## config.mk

```make
export PLATFORM = sky130hd
export DESIGN_NAME = add32_seq_ctrl
export DESIGN_NICKNAME = d
export VERILOG_FILES = /design/src/rtl/add32_pkg.sv /design/src/rtl/add_slice.sv /design/src/rtl/add32_seq_ctrl.sv
export SDC_FILE = /design/constraint.sdc
export NUM_CORES = 1
export LEC_CHECK = 0
export ABC_CLOCK_PERIOD_IN_PS = 5900
export BUFFER_PORTS_ARGS = -buffer_cell sky130_fd_sc_hd__buf_2
export CAP_MARGIN = 0
export CORE_ASPECT_RATIO = 0.75
export CORE_MARGIN = 1.5
export CORE_UTILIZATION = 54
export DETAILED_ROUTE_END_ITERATION = 6
export PLACE_DENSITY = 0.8
export SETUP_SLACK_MARGIN = 0.2
export SYNTH_ARGS = -nofsm -noshare
export SYNTH_HDL_FRONTEND = slang
export SYNTH_SLANG_ARGS = --single-unit
```

## constraint.sdc

```tcl
create_clock -name clk -period 5.9 [get_ports clk]
set_input_delay 1.475 -clock clk [delete_from_list [all_inputs] [get_ports clk]]
set_output_delay 1.475 -clock clk [all_outputs]
set_load 0.005 [all_outputs]
```

## src/rtl/add32_pkg.sv

```systemverilog
// add32_pkg: shared width, FSM state type and the full-adder cell used by
// the sequential 32-bit adder (add32_seq_ctrl / add_slice).
package add32_pkg;

    localparam int DATA_W = 32;

    typedef enum logic [1:0] {
        IDLE = 2'd0,
        RUN  = 2'd1,
        DONE = 2'd2
    } state_t;

    // One full-adder cell: returns {carry_out, sum}.
    function automatic logic [1:0] fulladder(input logic a, input logic b, input logic ci);
        return {(a & b) | (a & ci) | (b & ci), a ^ b ^ ci};
    endfunction

endpackage

```

## src/rtl/add_slice.sv

```systemverilog
// add_slice: combinational W-bit ripple adder built from full-adder cells.
// Also exports the carry into the slice MSB so the caller can form signed
// overflow on the final slice.
module add_slice
    import add32_pkg::*;
#(
    parameter int W = 8
) (
    input  logic [W-1:0] a,
    input  logic [W-1:0] b,
    input  logic         ci,
    output logic [W-1:0] s,
    output logic         co,
    output logic         c_msb
);

    logic [W:0] c;

    assign c[0] = ci;

    for (genvar i = 0; i < W; i++) begin : g_fa
        assign {c[i+1], s[i]} = fulladder(a[i], b[i], c[i]);
    end

    assign co    = c[W];
    assign c_msb = c[W-1];

endmodule

```

## src/rtl/add32_seq_ctrl.sv

```systemverilog
// add32_seq_ctrl: 32-bit adder that reuses one SLICE_W-bit add_slice over
// N = 32/SLICE_W cycles behind a valid/ready handshake (IDLE -> RUN -> DONE).
// Optional feature macro: ADD32_SEQ_SUB_EN adds a 'sub' input (A - B).
module add32_seq_ctrl
    import add32_pkg::*;
#(
    parameter int SLICE_W = 8
) (
    input  logic              clk,
    input  logic              rst_n,
    input  logic              in_valid,
    output logic              in_ready,
    input  logic [DATA_W-1:0] in_a,
    input  logic [DATA_W-1:0] in_b,
    input  logic              cin1,
`ifdef ADD32_SEQ_SUB_EN
    input  logic              sub,
`endif
    output logic              out_valid,
    input  logic              out_ready,
    output logic [DATA_W-1:0] sout,
    output logic              cout,
    output logic              ovf,
    output logic              busy
);

    localparam int N     = DATA_W / SLICE_W;
    localparam int CNT_W = (N > 1) ? $clog2(N) : 1;

    state_t              state_q, state_d;
    logic [CNT_W-1:0]    k_q, k_d;
    logic [DATA_W-1:0]   a_q, a_d;
    logic [DATA_W-1:0]   b_q, b_d;
    logic [DATA_W-1:0]   sum_q, sum_d;
    logic                c_q, c_d;
    logic                cout_q, cout_d;
    logic                ovf_q, ovf_d;
    logic                in_ready_q, in_ready_d;
    logic                out_valid_q, out_valid_d;
    logic                busy_q, busy_d;

    // Slice selection by shifting keeps the index arithmetic width-clean
    // for every legal SLICE_W, including the single-slice case.
    logic [5:0]          base;
    logic [SLICE_W-1:0]  sl_a, sl_b, sl_s;
    logic                sl_co, sl_cmsb;
    logic [DATA_W-1:0]   sl_mask, sl_ins;
    logic                last;

    assign base    = 6'(k_q) * 6'(SLICE_W);
    assign sl_a    = SLICE_W'(a_q >> base);
    assign sl_b    = SLICE_W'(b_q >> base);
    assign sl_mask = DATA_W'({SLICE_W{1'b1}}) << base;
    assign sl_ins  = DATA_W'(sl_s) << base;
    assign last    = (k_q == CNT_W'(N - 1));

    add_slice #(.W(SLICE_W)) u_slice (
        .a     (sl_a),
        .b     (sl_b),
        .ci    (c_q),
        .s     (sl_s),
        .co    (sl_co),
        .c_msb (sl_cmsb)
    );

    // Next-state and datapath: latch on accept, one slice per RUN cycle.
    always_comb begin
        state_d = state_q;
        k_d     = k_q;
        a_d     = a_q;
        b_d     = b_q;
        sum_d   = sum_q;
        c_d     = c_q;
        cout_d  = cout_q;
        ovf_d   = ovf_q;
        case (state_q)
            IDLE: begin
                if (in_valid && in_ready_q) begin
                    a_d = in_a;
                    b_d = in_b;
                    c_d = cin1;
`ifdef ADD32_SEQ_SUB_EN
                    // A - B as A + ~B + 1; cout=1 then means no borrow.
                    if (sub) begin
                        b_d = ~in_b;
                        c_d = 1'b1;
                    end
`endif
                    k_d     = '0;
                    state_d = RUN;
                end
            end
            RUN: begin
                sum_d = (sum_q & ~sl_mask) | sl_ins;
                c_d   = sl_co;
                k_d   = k_q + CNT_W'(1);
                if (last) begin
                    cout_d  = sl_co;
                    ovf_d   = sl_co ^ sl_cmsb;
                    k_d     = '0;
                    state_d = DONE;
                end
            end
            DONE: begin
                // Result taken: back to IDLE, no accept in this same cycle.
                if (out_ready) state_d = IDLE;
            end
            default: state_d = IDLE;
        endcase
        in_ready_d  = (state_d == IDLE);
        out_valid_d = (state_d == DONE);
        busy_d      = (state_d != IDLE);
    end

    // State, datapath and registered handshake outputs.
    always_ff @(posedge clk or negedge rst_n) begin
        if (!rst_n) begin
            state_q     <= IDLE;
            k_q         <= '0;
            a_q         <= '0;
            b_q         <= '0;
            sum_q       <= '0;
            c_q         <= 1'b0;
            cout_q      <= 1'b0;
            ovf_q       <= 1'b0;
            in_ready_q  <= 1'b1;
            out_valid_q <= 1'b0;
            busy_q      <= 1'b0;
        end else begin
            state_q     <= state_d;
            k_q         <= k_d;
            a_q         <= a_d;
            b_q         <= b_d;
            sum_q       <= sum_d;
            c_q         <= c_d;
            cout_q      <= cout_d;
            ovf_q       <= ovf_d;
            in_ready_q  <= in_ready_d;
            out_valid_q <= out_valid_d;
            busy_q      <= busy_d;
        end
    end

    assign in_ready  = in_ready_q;
    assign out_valid = out_valid_q;
    assign busy      = busy_q;
    assign sout      = sum_q;
    assign cout      = cout_q;
    assign ovf       = ovf_q;

endmodule

```

==> summary.md, run 1 <==
| Metric | Value |
|---|---|
| Commonest cells after routing, fill and taps aside | `204 x nand2_1, 105 x dfrtp_1, 104 x buf_2` |
| Yosys warns | `0` |
| MaxCap Viol Count | `0` |
| Syn Nets | `518` |
| #FFs+latches synth | `106` |
| Critical path buffers and inverters | `3` |
| Critical path fanouts, max | `15` |
| Routability cong. | `0.823` |
| Asr flop ratio synth | `100%` |
| Mapped Cells | `437` |
| WL final | `10.1 mm` |
| Fmax | `0.214 GHz` |
| Clk Latency, worst-skew pair | `0.35 ns` |
| Routed Antenna Nets | `0` |
| Most used DFF post-synth | `dfrtp_1` |
| FF-to-FF End | `sout[15]` |
| Starting Density | `55.3%` |
| Final setup violation count | `0` |
| Syn_area_per_cell | `10.7 um2` |
| DRT Pass-1 Iters | `4` |
| Reg clk slew, reported paths | `0.07 ns` |
| Initial antenna violation count | `0` |
| Total GRT Usage | `24.2%` |
| Core area | `8420 um2` |
| Antenna cells | `0` |
| Crit path arrival time | `4.92 ns` |
| Total power per unit cell area | `620 nW/um2` |
| Slowest Stage Delay on Critical Path | `0.72 ns` |
| Nets | `615` |
| Worst Hold Path Cells | `2` |
| Worst Hold Launch | `b_q[21]` |
| First-pass GRT wire length | `16.8 mm` |
| Drt initial violations | `226` |
| Grt ovf | `0` |
| Status | `completed` |
| Worst-margin pin slew | `1.22 ns` |
| Die Y-Extent | `83.4 um` |
| HP Class | `reg2reg` |
| Ratio of cells with drive above 1 in the final layout | `27.3%` |
| Post-synth EDFFs | `0` |
| Post-Syn Area | `4660 um2` |
| Synth area leader | `dfrtp_1` |
| Crit-path leading delay family | `adder cells` |
| Max Buffers Root-to-Sink | `2` |
| Via count | `3,449` |
| Critical path endpoint category | `flop` |
| Post-CTS setup buffer count | `0` |
| CTS tree | `built` |
| WHS Endpoint | `b_q[21]` |
| Maximum resistive drop on vdd | `0.307 mV` |
| # hold bufs at CTS | `0` |
| FP Rows | `29` |
| I/O Buffers | `105` |
| Largest net degree at the start of global routing | `78` |
| Post-synth cell types | `29` |
| Final Non-Filler Cells | `647` |
| Vias in the first global route | `3,476` |
| Top-area cell type share of the netlist area | `56.4%` |
| Final Cycle Share | `79.4%` |
| Setup_tns | `0 ns` |
| Final core utilization | `65.4%` |
| Num CTS Buffers | `9` |
| Startpoint Class | `flop` |
| Commonest non-fill, non-tap cell in the layout | `nand2_1` |
| Die width | `110 um` |
| Most frequent CP cell | `fa_1` |
| Minimum clock period after layout | `4.68 ns` |
| H-tree levels | `3` |
| Unrepaired setup endpoints after global routing | `false` |
| Flop-to-flop setup slack | `1.22 ns` |
| Area contributors post-synth | `dfrtp_1 56%, nand2_1 16%, mux4_2 7.3%` |
| Crit Path Category | `reg2reg` |
| Placed insts | `631` |
| Worst reg2reg path startpoint | `k_q[1]` |
| Worst EP required | `6.13 ns` |
| Die ar. | `9200 um2` |
| Clk sinks | `106` |
| Clock Skews | `0.00687 ns` |
| Per-cell routed wire length | `15.6 um` |
| Crit-path slowest cell | `dfrtp_1` |
| Post-cts sizing count | `0` |
| Hold Fails Final Rpt | `0` |
| Via density | `5.33` |
| Clock root cell | `clkbuf_16` |
| Seq/Total Area, Yosys | `57.0%` |
| Leak | `2.89 nW` |
| Fin. max-slew vios | `0` |
| DP HPWL | `7.14 mm` |
| Cell depth of the worst flop-to-flop path | `12` |
| Cells along the critical path | `buf_4 > mux4_2 > inv_1 > fa_1 > fa_1 > fa_1 > fa_1 > fa_1 > fa_1 > inv_1 > fa_1 > a22o_1` |
| IO Count | `106` |
| Fin Hold WS | `0.478 ns` |
| Max_slew headroom | `18.4%` |
| P&R area growth vs syn | `18.1%` |
| DRC | `0` |
[flip-flops by register name, indices dropped and copies added (netlist names)]
signal,cells
a_q,32
ovf,1
out_valid,1
cout,1
b_q,32
state_q,2
k_q,2
sout,32
c_q,1
busy,1
in_ready,1
[worst reg2reg max path, delay by kind of cell (launching register included)]
family | cells | cell delay [ns]
buffers and inverters | 3 | 0.45
DFF | 1 | 0.72
muxes | 1 | 0.20
AOI/OAI and AO/OA | 1 | 0.22
adders and majority gates | 7 | 2.97
[where the power goes]
group / switching (mW) / leakage (nW) / total (mW) / internal, mW
sequential: 0.205 / 1.33 / 1.27 / 1.07
combinational: 0.862 / 1.41 / 1.54 / 0.675
clock: 0.273 / 0.142 / 0.605 / 0.332
total: 1.34 / 2.89 / 3.41 / 2.07
[cell usage after synthesis, types with 2 or more instances]
master	instances
buf_2	12
mux4_2	15
o31ai_1	2
a22o_1	8
buf_4	7
ha_1	4
o21ai_0	8
nand2_2	3
nand2_1	204
dfrtp_1	105
nand3_1	7
fa_1	8
inv_1	16
o2bb2ai_1	18
nor3_1	4
buf_6	3
[kinds of logic after synthesis]
group / share of synthesized area, %
compound gates: 6.23
mux: 8.06
buf+inv: 4.86
simple gates: 19.2
xor+xnor: 0.188
flops: 57.0
fa+ha+maj: 4.51
[how the worst max path moves through the flow]
stage	startpoint	end	slack, ns	cells past startpoint
3_5_place_dp	k_q[1]	sout[31]	1.29	12
5_1_grt	k_q[1]	sout[31]	1.04	12
4_1_cts	k_q[1]	sout[7]	1.26	12
3_3_place_gp	k_q[1]	sout[23]	1.43	12
6_report	k_q[1]	sout[15]	1.22	12
2_1_floorplan	k_q[0]	sout[31]	1.57	14
[area by class of cell]
type                       instances  area, um2
fill                             696       2920
sequential                       106       2650
multi-input combinational        292       1790
timing repair buffer             109        558
clock buffer                       9        225
tap                              108        135
clock inverter                     7       76.3
inverter                          16       60.1
[through the flow]
stage	setup WS [ns]	cell area (um2)	power [mW]
after CTS	1.26	5500	3.43
after detailed placement	1.29	5200	2.82
final	1.22	5500	3.41
after global routing	1.04	5500	3.69
after floorplan	1.57	4660	2.33
after global placement	1.43	5200	2.75
[per-layer routing]
metal	track usage, %	up-vias	wire, um
li1	-	1622	-
met1	35.3	1711	4760
met2	37.3	103	4670
met4	7.46	0	148
met5	0	-	0
met3	4.08	13	544
Note: power is estimated with default switching activity, not from simulation.
==> run 2: changes to the inputs <==
--- a/config.mk
+++ b/config.mk
@@ -5,14 +5,14 @@
 export SDC_FILE = /design/constraint.sdc
 export NUM_CORES = 1
 export LEC_CHECK = 0
-export ABC_CLOCK_PERIOD_IN_PS = 5900
+export ABC_CLOCK_PERIOD_IN_PS = 3800
 export BUFFER_PORTS_ARGS = -buffer_cell sky130_fd_sc_hd__buf_2
 export CAP_MARGIN = 0
 export CORE_ASPECT_RATIO = 0.75
 export CORE_MARGIN = 1.5
-export CORE_UTILIZATION = 54
+export CORE_UTILIZATION = 49
 export DETAILED_ROUTE_END_ITERATION = 6
-export PLACE_DENSITY = 0.8
+export PLACE_DENSITY = 0.76
 export SETUP_SLACK_MARGIN = 0.2
 export SYNTH_ARGS = -nofsm -noshare
 export SYNTH_HDL_FRONTEND = slang
==> constraint.sdc (replaced) <==
create_clock -name clk -period 3.8 [get_ports clk]
set_input_delay 0.95 -clock clk [delete_from_list [all_inputs] [get_ports clk]]
set_output_delay 0.95 -clock clk [all_outputs]
set_load 0.005 [all_outputs]
==> run 2 against run 1 <==
Net effect: the run now ends with setup timing left; clock skew rose by 0.00070 ns; largest power group unchanged; cell count is 4.9% higher; highest routed layer unchanged; flip-flop and latch count unchanged; worst setup slack worse by 1.4 ns; critical endpoint is now sout[31].
==> summary.md, run 2 (same netlist as run 1, synthesis figures left out) <==
| Metric | Value |
|---|---|
| DRC | `0 (unchanged)` |
| Post-place setup slack | `-0.256 ns (-1.55 ns)` |
| Worst EP required | `4.03 ns (-2.10 ns)` |
| Routed Antenna Nets | `0 (unchanged)` |
| Total GRT Usage | `23.1% (-1.0 points)` |
| Routability cong. | `0.806 (-2.1%)` |
| P&R area growth vs syn | `20.5%` |
| Leak | `2.92 nW (+1.3%)` |
| Cell depth of the worst flop-to-flop path | `12 (unchanged)` |
| IO Count | `106 (unchanged)` |
| Cells along the critical path | `mux4_2 > fa_1 > inv_1 > fa_2 > fa_2 > fa_2 > fa_2 > fa_2 > fa_2 > inv_2 > fa_2 > a22o_1` |
| MaxCap Viol Count | `0 (unchanged)` |
| First-pass GRT wire length | `17.5 mm (+3.9%)` |
| FP Rows | `30 (+3.4%)` |
| Clk Latency, worst-skew pair | `0.35 ns (about the same)` |
| HP Class | `reg2reg` |
| Clk sinks | `106 (unchanged)` |
| Fmax | `0.248 GHz (+16%)` |
| Total power | `5.46 mW (+60%)` |
| Via count | `3,459 (+0.29%)` |
| Drt initial violations | `260 (+15%)` |
| Nets | `627 (+2.0%)` |
| Die ar. | `10,100 um2 (+9.9%)` |
| Critical path buffers and inverters | `2 (-1)` |
| Maximum resistive drop on vdd | `0.506 mV (+65%)` |
| Initial antenna violation count | `0 (unchanged)` |
| Via density | `5.09 (-4.4%)` |
| Worst Hold Launch | `a_q[14]` |
| Largest net degree at the start of global routing | `70 (-10%)` |
| Crit-path slowest cell | `fa_2` |
| Fin. max-slew vios | `0 (unchanged)` |
| WHS Endpoint | `a_q[14]` |
| FF-to-FF End | `sout[31]` |
| Final Cycle Share | `106% (+27 points)` |
| Worst reg2reg path startpoint | `k_q[0]` |
| Total power per unit cell area | `973 nW/um2 (+57%)` |
| Commonest cells after routing, fill and taps aside | `204 x nand2_1, 104 x dfrtp_1, 104 x buf_2` |
| Flop-to-flop setup slack | `-0.23 ns (-1.44 ns)` |
| Num CTS Buffers | `9 (unchanged)` |
| I/O Buffers | `105 (unchanged)` |
| Fin Hold WS | `0.474 ns (-0.00337 ns)` |
| Die width | `116 um (+4.8%)` |
| Critical path fanouts, max | `4 (-11)` |
| Clock Skews | `0.00758 ns (+0.000705 ns)` |
| Worst-margin pin slew | `0.804 ns (-0.420 ns)` |
| Starting Density | `50.9% (-4.5 points)` |
| Core area | `9160 um2 (+8.8%)` |
| WL final | `10.5 mm (+4.0%)` |
| Critical path endpoint category | `flop` |
| Final setup violation count | `4 (+4)` |
| Grt ovf | `0 (unchanged)` |
| Antenna cells | `0 (unchanged)` |
| Crit path arrival time | `4.26 ns (-0.66 ns)` |
| Die Y-Extent | `87.4 um (+4.8%)` |
| Final worst slack | `-0.228 ns (-1.44 ns)` |
| Reg clk slew, reported paths | `0.07 ns (about the same)` |
| Startpoint Class | `flop` |
| Clock root cell | `clkbuf_16` |
| Most frequent CP cell | `fa_2` |
| Hold Fails Final Rpt | `0 (unchanged)` |
| Vias in the first global route | `3,457 (-0.55%)` |
| Crit Path Category | `reg2reg` |
| Status | `finished with violations` |
| CTS tree | `built` |
| Unrepaired setup endpoints after global routing | `true` |
| Slowest Stage Delay on Critical Path | `0.47 ns (-0.25 ns)` |
| DRT Pass-1 Iters | `4 (unchanged)` |
| Commonest non-fill, non-tap cell in the layout | `nand2_1` |
| DP HPWL | `7.82 mm (+9.4%)` |
| Worst Hold Path Cells | `2 (unchanged)` |
| Ratio of cells with drive above 1 in the final layout | `30.1% (+2.9 points)` |
| Max Buffers Root-to-Sink | `2 (unchanged)` |
| Violations in the final reports | `setup timing` |
| Max_slew headroom | `46.4% (+28 points)` |
| Final core utilization | `61.3% (-4.1 points)` |
| H-tree levels | `3 (unchanged)` |
| Per-cell routed wire length | `15.5 um (-0.91%)` |
| Crit-path leading delay family | `adder cells` |
| Minimum clock period after layout | `4.03 ns (-0.656 ns)` |
## run 2: worst register-to-register path: stages, from the launching register on
cell and delay [ns]:
dfrtp_2 0.44, mux4_2 0.36, fa_1 0.18, inv_1 0.05, fa_2 0.33, fa_2 0.35, fa_2 0.38, fa_2 0.36
fa_2 0.35, fa_2 0.36, inv_2 0.07, fa_2 0.47, a22o_1 0.21
## run 2: power breakdown
part | internal [mW] | total [mW] | switching, mW
combinational | 1.20 | 2.64 | 1.44
sequential | 1.66 | 1.97 | 0.306
clock | 0.461 | 0.856 | 0.395
total | 3.32 | 5.46 | 2.14
## run 2: worst max-delay path by stage
stage          cells after the start   start  endpoint  slack (ns)
2_1_floorplan                     14  k_q[0]  sout[31]       -0.28
3_3_place_gp                      12  k_q[0]  sout[23]       -0.18
3_5_place_dp                      12  k_q[0]  sout[31]       -0.26
4_1_cts                           12  k_q[0]  sout[31]       -0.24
5_1_grt                           12  k_q[0]   sout[7]       -0.35
6_report                          12  k_q[0]  sout[31]       -0.23
## run 2: layer usage
layer	vias to the layer above	part of all wire [%]	GRT usage, %
li1	1643	-	-
met1	1695	48	33.3
met2	114	46	36.3
met3	7	6.1	5.92
met4	0	0.59	4.04
met5	-	0	0
## run 2: cell type report
class                           instances  area (um2)
Clock inverter                          4        27.5
Sequential cell                       106        2660
Fill cell                             812        3550
Clock buffer                           12         246
Multi-Input combinational cell        292        1810
Inverter                               16        60.1
Timing Repair Buffer                  121         652
Tap cell                              128         160
## run 2: timing repair
action | 4_1_cts | 5_1_grt
buffers inserted | 1 | 0
setup endpoints to repair | 11 | 11
resized for setup | 2 | 2
hold buffers | 0 | 0
## run 2: per-stage QoR
stage | instances | TNS [ns] | instance area [um2]
global route | 679 | -1.65 | 5610
detailed placement | 662 | -1.03 | 5330
global placement | 662 | -0.718 | 5330
floorplan | 437 | -1.18 | 4680
CTS | 679 | -0.941 | 5610
finish | 679 | -0.895 | 5610
